==> src/rtl/uart_baud_gen_pkg.sv <==
// uart_baud_pkg: shared widths, limits and the default divisor for uart_baud_gen.
//   DIV_W / FRAC_W : integer / fractional divisor widths
//   MIN_DIV        : smallest integer divisor accepted on a config write
//   div_t          : packed divisor payload {int_part, frac_part}
//   DEF_DIV        : divisor loaded at reset (50 MHz / 9600)
package uart_baud_pkg;

   localparam int unsigned DIV_W        = 16;
   localparam int unsigned FRAC_W       = 8;
   localparam int unsigned MIN_DIV      = 4;
   localparam int unsigned DEF_DIV_INT  = 5208;
   localparam int unsigned DEF_DIV_FRAC = 0;

   typedef struct packed {
      logic [DIV_W-1:0]  int_part;
      logic [FRAC_W-1:0] frac_part;
   } div_t;

   localparam div_t DEF_DIV = '{int_part:  DIV_W'(DEF_DIV_INT),
                                frac_part: FRAC_W'(DEF_DIV_FRAC)};

endpackage : uart_baud_pkg

==> src/rtl/uart_baud_gen_if.sv <==
// uart_baud_gen_if: divisor configuration bus.
//   cfg_wr       : one-cycle write strobe (master -> slave)
//   cfg_div_int  : integer clocks per bit
//   cfg_div_frac : fractional clocks per bit, units of 1/2^FRAC_W
//   cfg_err      : one-cycle reject pulse (slave -> master)
interface uart_baud_gen_if #(
   parameter int unsigned DIV_W  = uart_baud_pkg::DIV_W,
   parameter int unsigned FRAC_W = uart_baud_pkg::FRAC_W
);
   logic              cfg_wr;
   logic [DIV_W-1:0]  cfg_div_int;
   logic [FRAC_W-1:0] cfg_div_frac;
   logic              cfg_err;

   modport master (output cfg_wr, output cfg_div_int, output cfg_div_frac, input  cfg_err);
   modport slave  (input  cfg_wr, input  cfg_div_int, input  cfg_div_frac, output cfg_err);
endinterface : uart_baud_gen_if

==> src/rtl/uart_baud_gen_chan.sv <==
// baud_chan: one fractional bit-period timer.
//   clk, rst_n  : clock, async active-low reset
//   en          : channel run; low clears the period and tracks the shadow divisor
//   resync      : restart the period at count 0 (ignored while en is low)
//   sh_int/frac : shadow divisor, sampled only at period starts
//   tick        : registered pulse after the last edge of a period
//   mid         : registered pulse after edge floor(P/2) of a period
module baud_chan #(
   parameter int unsigned DIV_W    = 16,
   parameter int unsigned FRAC_W   = 8,
   parameter int unsigned DEF_INT  = 5208,
   parameter int unsigned DEF_FRAC = 0
) (
   input  logic              clk,
   input  logic              rst_n,
   input  logic              en,
   input  logic              resync,
   input  logic [DIV_W-1:0]  sh_int,
   input  logic [FRAC_W-1:0] sh_frac,
   output logic              tick,
   output logic              mid
);

   localparam int unsigned CNT_W = DIV_W + 1;

   logic [DIV_W-1:0]  act_int;
   logic [FRAC_W-1:0] act_frac;
   // Accumulator value before this period's add; the add itself is combinational
   // so the carry that lengthens the current period is always available.
   logic [FRAC_W-1:0] acc;
   logic [CNT_W-1:0]  cnt;

   logic [FRAC_W:0]   sum_c;
   logic [CNT_W-1:0]  per_c;
   logic [CNT_W-1:0]  last_c;
   logic [CNT_W-1:0]  half_c;
   logic              wrap_c;
   logic              start_c;

   // Current period length and the compare points derived from it.
   always_comb begin
      sum_c   = {1'b0, acc} + {1'b0, act_frac};
      per_c   = {1'b0, act_int} + CNT_W'(sum_c[FRAC_W]);
      last_c  = per_c - CNT_W'(1);
      half_c  = (per_c >> 1) - CNT_W'(1);
      wrap_c  = (cnt == last_c);
      start_c = resync | wrap_c;
   end

   // Counter, active divisor, accumulator and pulse registers.
   always_ff @(posedge clk or negedge rst_n) begin
      if (!rst_n) begin
         act_int  <= DIV_W'(DEF_INT);
         act_frac <= FRAC_W'(DEF_FRAC);
         acc      <= '0;
         cnt      <= '0;
         tick     <= 1'b0;
         mid      <= 1'b0;
      end else if (!en) begin
         act_int  <= sh_int;
         act_frac <= sh_frac;
         acc      <= '0;
         cnt      <= '0;
         tick     <= 1'b0;
         mid      <= 1'b0;
      end else begin
         // A resync edge never emits a pulse, even if it lands on a compare point.
         tick <= wrap_c & ~resync;
         mid  <= (cnt == half_c) & ~resync;
         if (start_c) begin
            cnt      <= '0;
            act_int  <= sh_int;
            act_frac <= sh_frac;
            acc      <= sum_c[FRAC_W-1:0];
         end else begin
            cnt <= cnt + CNT_W'(1);
         end
      end
   end

endmodule : baud_chan

==> src/rtl/uart_baud_gen.sv <==
// uart_baud_gen: dual-channel programmable fractional baud-rate generator.
//   clk, rst_n : clock, async active-low reset
//   cfg        : divisor write bus (slave); rejects cfg_div_int < MIN_DIV with cfg_err
//   tx_en      : TX run;  tx_tick  pulses at the end of each TX bit period
//   rx_en      : RX run;  rx_tick  pulses at the end of each RX bit period
//   rx_resync  : restart the RX period;  rx_sample pulses at mid-bit
module uart_baud_gen #(
   parameter int unsigned DIV_W        = uart_baud_pkg::DIV_W,
   parameter int unsigned FRAC_W       = uart_baud_pkg::FRAC_W,
   parameter int unsigned DEF_DIV_INT  = uart_baud_pkg::DEF_DIV_INT,
   parameter int unsigned DEF_DIV_FRAC = uart_baud_pkg::DEF_DIV_FRAC,
   parameter int unsigned MIN_DIV      = uart_baud_pkg::MIN_DIV
) (
   input  logic           clk,
   input  logic           rst_n,
   uart_baud_gen_if.slave cfg,
   input  logic           tx_en,
   output logic           tx_tick,
   input  logic           rx_en,
   input  logic           rx_resync,
   output logic           rx_sample,
   output logic           rx_tick
);

   logic [DIV_W-1:0]  sh_int;
   logic [FRAC_W-1:0] sh_frac;
   logic              cfg_ok_c;
   logic              tx_mid_unused;

   assign cfg_ok_c = (cfg.cfg_div_int >= DIV_W'(MIN_DIV));

   // Shadow divisor and reject pulse.
   always_ff @(posedge clk or negedge rst_n) begin
      if (!rst_n) begin
         sh_int      <= DIV_W'(DEF_DIV_INT);
         sh_frac     <= FRAC_W'(DEF_DIV_FRAC);
         cfg.cfg_err <= 1'b0;
      end else begin
         cfg.cfg_err <= cfg.cfg_wr & ~cfg_ok_c;
         if (cfg.cfg_wr && cfg_ok_c) begin
            sh_int  <= cfg.cfg_div_int;
            sh_frac <= cfg.cfg_div_frac;
         end
      end
   end

   baud_chan #(
      .DIV_W(DIV_W), .FRAC_W(FRAC_W), .DEF_INT(DEF_DIV_INT), .DEF_FRAC(DEF_DIV_FRAC)
   ) u_tx (
      .clk     (clk),
      .rst_n   (rst_n),
      .en      (tx_en),
      .resync  (1'b0),
      .sh_int  (sh_int),
      .sh_frac (sh_frac),
      .tick    (tx_tick),
      .mid     (tx_mid_unused)
   );

   baud_chan #(
      .DIV_W(DIV_W), .FRAC_W(FRAC_W), .DEF_INT(DEF_DIV_INT), .DEF_FRAC(DEF_DIV_FRAC)
   ) u_rx (
      .clk     (clk),
      .rst_n   (rst_n),
      .en      (rx_en),
      .resync  (rx_resync),
      .sh_int  (sh_int),
      .sh_frac (sh_frac),
      .tick    (rx_tick),
      .mid     (rx_sample)
   );

endmodule : uart_baud_gen

==> src/flat_wrapper.sv <==
// flat-port wrapper written by rule: the top's interface ports become plain ports
module uart_baud_gen_flat 
#(
   parameter int unsigned DIV_W        = uart_baud_pkg::DIV_W,
   parameter int unsigned FRAC_W       = uart_baud_pkg::FRAC_W,
   parameter int unsigned DEF_DIV_INT  = uart_baud_pkg::DEF_DIV_INT,
   parameter int unsigned DEF_DIV_FRAC = uart_baud_pkg::DEF_DIV_FRAC,
   parameter int unsigned MIN_DIV      = uart_baud_pkg::MIN_DIV
)
  (clk, rst_n, tx_en, tx_tick, rx_en, rx_resync, rx_sample, rx_tick, cfg_cfg_wr, cfg_cfg_div_int, cfg_cfg_div_frac, cfg_cfg_err);
  uart_baud_gen_if #(.DIV_W(DIV_W), .FRAC_W(FRAC_W)) cfg_i ();
  input  logic clk;
  input  logic rst_n;
  input  logic tx_en;
  output logic tx_tick;
  input  logic rx_en;
  input  logic rx_resync;
  output logic rx_sample;
  output logic rx_tick;
  input wire logic [$bits(cfg_i.cfg_wr)-1:0] cfg_cfg_wr;
  input wire logic [$bits(cfg_i.cfg_div_int)-1:0] cfg_cfg_div_int;
  input wire logic [$bits(cfg_i.cfg_div_frac)-1:0] cfg_cfg_div_frac;
  output wire logic [$bits(cfg_i.cfg_err)-1:0] cfg_cfg_err;
  assign cfg_i.cfg_wr = cfg_cfg_wr;
  assign cfg_i.cfg_div_int = cfg_cfg_div_int;
  assign cfg_i.cfg_div_frac = cfg_cfg_div_frac;
  assign cfg_cfg_err = cfg_i.cfg_err;
  uart_baud_gen #(.DIV_W(DIV_W), .FRAC_W(FRAC_W), .DEF_DIV_INT(DEF_DIV_INT), .DEF_DIV_FRAC(DEF_DIV_FRAC), .MIN_DIV(MIN_DIV)) u_core (.clk(clk), .rst_n(rst_n), .cfg(cfg_i), .tx_en(tx_en), .tx_tick(tx_tick), .rx_en(rx_en), .rx_resync(rx_resync), .rx_sample(rx_sample), .rx_tick(rx_tick));
endmodule
==> config.mk <==
export PLATFORM = sky130hd
export DESIGN_NAME = uart_baud_gen_flat
export DESIGN_NICKNAME = d
export VERILOG_FILES = /design/src/rtl/uart_baud_gen_pkg.sv /design/src/rtl/uart_baud_gen_if.sv /design/src/rtl/uart_baud_gen_chan.sv /design/src/rtl/uart_baud_gen.sv /design/src/flat_wrapper.sv
export SDC_FILE = /design/constraint.sdc
export NUM_CORES = 1
export LEC_CHECK = 0
export ABC_AREA = 1
export ABC_CLOCK_PERIOD_IN_PS = 11450
export BUFFER_PORTS_ARGS = -buffer_cell sky130_fd_sc_hd__buf_2
export CAP_MARGIN = 20
export CELL_PAD_IN_SITES_DETAIL_PLACEMENT = 1
export CELL_PAD_IN_SITES_GLOBAL_PLACEMENT = 1
export CORE_AREA = 8 8 173 110
export CTS_BUF_LIST = sky130_fd_sc_hd__clkbuf_4 sky130_fd_sc_hd__clkbuf_8
export CTS_CLUSTER_SIZE = 12
export DETAILED_ROUTE_END_ITERATION = 16
export DIE_AREA = 0 0 181 118
export HOLD_SLACK_MARGIN = 0.03
export PLACE_DENSITY_LB_ADDON = 0.1
export SYNTH_ARGS = -nofsm -noshare
export SYNTH_HDL_FRONTEND = slang
export SYNTH_SLANG_ARGS = --single-unit
==> constraint.sdc <==
create_clock -name clk -period 11.45 [get_ports clk]
set_input_delay 0.5725 -clock clk [delete_from_list [all_inputs] [get_ports clk]]
set_output_delay 0.5725 -clock clk [all_outputs]
set_load 0.05 [all_outputs]
==> impl_metrics.csv, run 1 <==
group,metric,value,unit
outcome,outcome,"finished, final reports clean",
floorplan,start_util,48.5,%
clocking,clk_pin_slew_worst_paths,0.07,ns
setup_path,r2r_slack,5.17,ns
sta,rsz0062_at_grt,"false",
sta,tightest_slew,0.980,ns
setup_path,cp_top_family,"simple AND/OR/NAND/NOR gates",
min_path,hold_path.class,"input port to async pin",
cells_and_area,diodes,0,
place,port_buffers,33,
drt,routed-via-count,7101,
clocking,root_buffer,"clkbuf_8",
setup_path,startpoint,"u_core.u_rx.act_frac[0]",
clocking,post_cts_resize_count,0,
drt,routed_via_density,5.32,
sta,fin_setup_tns,0,ns
sta,min_period_over_period,54.8,%
floorplan,die_x,181,um
yosys,synth_area_per_cell,7.46,um2
sta,min_period,6.28,ns
sta,fin_skew,0.0147,ns
cells_and_area,area_delta_synth_final,9.44,%
grt,grt_pass1_vias,7249,
yosys,yosysMostFrequentCell,"nand2_1",
clocking,cts.sink_count,126,
sta,slew_headroom,34.5,%
grt,overflow,0,
yosys,ys_types,39,
setup_path,crit_cells,34,
yosys,synth-edff-count,0,
yosys,netlist_instances,1078,
clocking,cts-htree-levels,4,
setup_path,path_class,"flip-flop to flip-flop",
clocking,insertion_delay,0.44,ns
yosys,netlist_area,8050,um2
drt,dr.pass1.iters,5,
place,gp_congestion,0.833,
yosys,yosys.area.top_type,"dfrtp_1",
setup_path,crit_path_end_kind,"flip-flop",
cells_and_area,drive_above_1_share,12.8,%
sta,fmax,0.159,GHz
yosys,ys_seq_area_share,39.4,%
floorplan,io_pins,34,
drt,wl_per_cell,16.8,um
setup_path,cpMostUsedCell,"nand2_1",
setup_path,slowest_delay,1.11,ns
setup_path,cp.required,11.82,ns
grt,grt_max_degree,73,
floorplan,rows,37,
clocking,cts.path.max_buffers,2,
drt,drc,0,
place,hpwl,16800,um
clocking,post_cts_buffers,0,
setup_path,endpoint,"u_core.u_rx.act_int[15]",
setup_path,timing.rr.start,"u_core.u_rx.act_frac[0]",
setup_path,r2r_end,"u_core.u_rx.act_int[15]",
drt,drtIter0Drc,474,
setup_path,r2r_cells,34,
yosys,ys_warn_count,0,
yosys,synthFlopType,"dfrtp_1",
grt,grt_first_pass_wirelength,38000,um
drt,wl,22400,um
cells_and_area,final_nets,1164,
flow_run,maxCapViolCount,0,
yosys,syn_nets,1134,
sta,slew_violations,0,
clocking,hold_buffers,0,
setup_path,worstPathArrival,6.65,ns
power_and_ir_drop,pwr_density_cell,144,nW/um2
yosys,ys_ff_latch,126,
sta,setup_viol,0,
grt,antenna_found_initial,0,
floorplan,die_y,118,um
setup_path,critPathBufInv,4,
clocking,cts-buffers-inserted,17,
drt,drtAntennaViolNets,0,
yosys,synthArstFlopShare,100,%
power_and_ir_drop,vdd.ir_drop.worst,79.3,uV
grt,grt_usage,21.7,%
setup_path,start_kind,"flip-flop",
floorplan,core_area,16600,um2
yosys,synth.top_cell.area_share,34.5,%
power_and_ir_drop,leakage,4.55,nW
floorplan,dieArea,21400,um2
clocking,cts_tree,"yes",
yosys,yosys-top-cells-count,"nand2_1, nor2_1, dfrtp_1, inv_1, nand3_1",
yosys,synth.area.top_cells,"dfrtp_1, nand2_1, nand3_1, xor2_1, nor2_1",
setup_path,crit_fanout,45,
sta,hold_violations,0,
setup_path,critPathSlowestCell,"nand2_2",
sta,timing.hold.ws,0.144,ns
cell families after synthesis:
logic type	Yosys count	synth area share (%)
flops	126	39.4
buf+inv	143	7.29
mux	20	2.80
xor+xnor	70	7.96
fa+ha+maj	26	4.23
compound gates	46	3.13
simple gates	647	35.2
cell usage in the layout (no fill, tap or decap), types with 3 or more instances in the layout:
| master | n |
|---|---|
| xor2_1 | 58 |
| bufinv_16 | 3 |
| nand3_2 | 14 |
| clkinvlp_4 | 3 |
| nand2_2 | 6 |
| nor2_2 | 8 |
| nor2_4 | 5 |
| buf_4 | 5 |
| nor4_1 | 4 |
| or2_2 | 3 |
| o21bai_1 | 3 |
| xnor2_1 | 10 |
| mux2_2 | 20 |
| clkinv_2 | 3 |
| nand3_1 | 111 |
| ha_1 | 24 |
| inv_2 | 3 |
| buf_2 | 32 |
| nor3_1 | 20 |
| nor2_1 | 122 |
| o21ai_0 | 24 |
| inv_1 | 111 |
| dfrtp_1 | 111 |
| clkbuf_8 | 20 |
| nand4_1 | 20 |
| nand2_1 | 329 |
| a21oi_1 | 12 |
| dfstp_2 | 15 |
layer usage:
layer,track usage (%),wire length [um],vias to the layer above
met1,32.7,11800,3476
met5,0,0,-
met2,32.3,9670,120
met3,3.36,783,20
met4,4.64,210,0
li1,-,-,3485
area by class of cell:
type | instances | area [um2]
Tap cell | 214 | 268
Clock inverter | 10 | 136
Sequential cell | 126 | 3170
Timing Repair Buffer | 38 | 209
Inverter | 116 | 435
Multi-Input combinational cell | 809 | 4290
Fill cell | 2119 | 7770
Clock buffer | 22 | 290
where the power goes:
group | switching (mW) | internal (mW)
registers | 0.0446 | 0.491
logic | 0.196 | 0.115
clock network | 0.183 | 0.237
total | 0.423 | 0.843
worst min path at each step:
stage	endpoint	slack [ns]	start	depth (start not counted)
floorplan	u_core.cfg.cfg_err	0.28	rst_n	0
global placement	u_core.u_rx.act_int[6]	0.46	u_core.sh_int[6]	2
detailed placement	u_core.u_rx.act_int[4]	0.47	u_core.sh_int[4]	2
CTS	u_core.u_tx.acc[1]	0.16	rst_n	1
global route	u_core.u_tx.acc[7]	0.20	rst_n	1
finish	u_core.u_tx.act_frac[1]	0.14	rst_n	1
sequential cells by signal (all words and copies together), names as in the netlist:
| signal | count |
|---|---|
| u_core.u_rx.tick | 1 |
| u_core.u_tx.cnt | 17 |
| u_core.u_tx.act_int | 16 |
| u_core.sh_frac | 8 |
| u_core.u_rx.cnt | 17 |
| u_core.u_tx.acc | 8 |
| u_core.u_tx.tick | 1 |
| u_core.sh_int | 16 |
| u_core.cfg.cfg_err | 1 |
| u_core.u_rx.acc | 8 |
| u_core.u_rx.act_frac | 8 |
| u_core.u_rx.mid | 1 |
| u_core.u_tx.act_frac | 8 |
| u_core.u_rx.act_int | 16 |
through the flow:
stage	util [%]	worst slack (ns)	instances	instance area [um2]	power (mW)
2_1_floorplan	-	7.44	1078	8050	0.754
3_3_place_gp	50.6	5.46	1303	8380	0.836
3_5_place_dp	50.6	5.21	1303	8380	0.850
4_1_cts	53.1	5.16	1335	8800	1.27
5_1_grt	53.1	4.42	1335	8800	1.34
6_report	53.1	5.17	1335	8800	1.27
No activity file was read; power rests on OpenSTA's default activity.
==> run 2, diff against run 1 <==
Settings changed: ABC_CLOCK_PERIOD_IN_PS 11450 to 6400, CORE_AREA 8 8 173 110 to 8 8 177 112, DIE_AREA 0 0 181 118 to 0 0 185 120.
Clock period 11.45 ns to 6.4 ns, I/O delays scaled along.
==> impl_metrics.csv, run 2 (synthesis gave the netlist of run 1 again) <==
group,metric,value,unit
setup_path,slowest_delay,0.74,ns
outcome,outcome,"finished, final reports clean",
sta,slew_headroom,32.1,%
clocking,post_cts_resize_count,0,
cells_and_area,final_common_cell,"nand2_1",
drt,dr.pass1.iters,5,
cells_and_area,fill_cells,2254,
drt,drtAntennaViolNets,0,
setup_path,critPathSlowestCell,"nand2_2",
drt,routed_via_density,5.21,
cells_and_area,area_delta_synth_final,9.64,%
sta,fin_setup_tns,0,ns
setup_path,r2r_end,"u_core.u_rx.acc[6]",
power_and_ir_drop,leakage,4.54,nW
floorplan,die_x,185,um
min_path,hold_path.class,"input port to flip-flop",
sta,setup_viol,0,
grt,overflow,0,
cells_and_area,diodes,0,
sta,fmax,0.190,GHz
cells_and_area,drive_above_1_share,12.9,%
sta,min_period_over_period,82.2,%
floorplan,rows,38,
place,gp_congestion,0.865,
floorplan,die_y,120,um
clocking,cts.path.max_buffers,2,
setup_path,path_class,"flip-flop to flip-flop",
sta,fin_skew,0.0117,ns
place,hpwl,16800,um
drt,drtIter0Drc,353,
floorplan,io_pins,34,
cells_and_area,final_nets,1166,
grt,grt_usage,21.5,%
drt,wl,22600,um
clocking,cts-buffers-inserted,17,
grt,grt_first_pass_wirelength,38100,um
setup_path,crit_fanout,45,
grt,grt_pass1_vias,7198,
grt,grt_max_degree,70,
clocking,cts_tree,"yes",
clocking,clk_pin_slew_worst_paths,0.08,ns
setup_path,cp.required,6.79,ns
min_path,hold_depth,3,
clocking,cts-htree-levels,4,
setup_path,r2r_slack,1.14,ns
clocking,cts.sink_count,126,
floorplan,core_area,17400,um2
grt,antenna_found_initial,0,
power_and_ir_drop,pwr_density_cell,251,nW/um2
cells_and_area,mostFrequentLayoutCells,"nand2_1, nor2_1, inv_1, nand3_1, dfrtp_1",
sta,hold_violations,0,
setup_path,cpMostUsedCell,"nand2_1",
sta,tightest_slew,1.02,ns
sta,rsz0062_at_grt,"false",
clocking,root_buffer,"clkbuf_8",
setup_path,worstPathArrival,5.66,ns
sta,slew_violations,0,
drt,drc,0,
cells_and_area,top_regs,"u_core.u_rx.cnt (17), u_core.u_tx.cnt (17)",
drt,routed-via-count,7107,
setup_path,timing.rr.start,"u_core.u_rx.act_frac[0]",
floorplan,start_util,46.2,%
min_path,min-delay-start,"cfg_cfg_wr",
place,port_buffers,33,
clocking,insertion_delay,0.46,ns
power_and_ir_drop,vdd.ir_drop.worst,170,uV
setup_path,start_kind,"flip-flop",
setup_path,r2r_cells,35,
setup_path,crit_path_end_kind,"flip-flop",
sta,min_period,5.26,ns
place,dp.cells,1330,
cells_and_area,fin_cells,1363,
min_path,whs_endpoint,"u_core.cfg.cfg_err",
floorplan,dieArea,22200,um2
flow_run,maxCapViolCount,0,
drt,wl_per_cell,16.6,um
run 2: layout make-up:
type,instances,area (um2),area share [%]
Clock buffer,21,277,3.13
Multi-Input combinational cell,809,4290,48.7
Timing Repair Buffer,40,226,2.57
Inverter,116,435,4.94
Tap cell,240,300,3.40
Sequential cell,126,3170,36.0
Clock inverter,11,116,1.32
run 2: per-layer routing:
layer  part of all wire (%)  vias to the layer above  global-route usage (%)
met4                    1.1                        0                    5.48
met3                    3.5                       18                    4.01
met1                     54                     3491                    32.5
met5                      0                        -                       0
li1                       -                     3488                       -
met2                     42                      110                    30.9
run 2: worst max path at each step:
stage | startpoint | slack, ns | endpoint
after global placement | u_core.u_rx.act_frac[0] | 1.50 | u_core.u_rx.acc[3]
after detailed placement | u_core.u_rx.act_frac[0] | 1.21 | u_core.u_rx.acc[6]
final | u_core.u_rx.act_frac[0] | 1.14 | u_core.u_rx.acc[6]
after floorplan | u_core.u_rx.act_frac[0] | 2.39 | u_core.u_rx.acc[0]
after CTS | u_core.u_rx.act_frac[0] | 1.19 | u_core.u_rx.act_int[7]
after global routing | u_core.u_rx.act_frac[0] | 0.55 | u_core.u_rx.act_int[7]
run 2: timing repair:
item,4_1_cts,5_1_grt
setup buffers,0,0
endpoints found under the hold margin,57,0
hold buffers,1,0
run 2: power by group:
group          internal, mW  switching, mW  leakage [nW]  total, mW
clock                 0.372          0.337         0.198      0.709
combinational         0.203          0.343          2.76      0.545
sequential            0.879         0.0773          1.58      0.956
total                  1.45          0.757          4.54       2.21
run 2: through the flow:
step	power [mW]	worst slack [ns]	hold WS [ns]	utilization (%)	area (um2)
after global routing	2.35	0.551	0.0745	50.7	8820
final	2.21	1.14	0.0856	50.7	8820
after detailed placement	1.51	1.21	0.328	48.4	8420
after CTS	2.22	1.19	0.0621	50.7	8820
after floorplan	1.35	2.39	0.0244	-	8050
after global placement	1.49	1.50	0.331	48.4	8420
run 2: worst max-delay path, delay by kind of cell (launching register included):
kind / cells / cell delay (ns)
buffers and inverters: 5 / 0.32
DFF: 1 / 0.41
adders and majority gates: 5 / 1.05
AOI/OAI and AO/OA: 3 / 0.48
and+or+nand+nor: 22 / 2.90
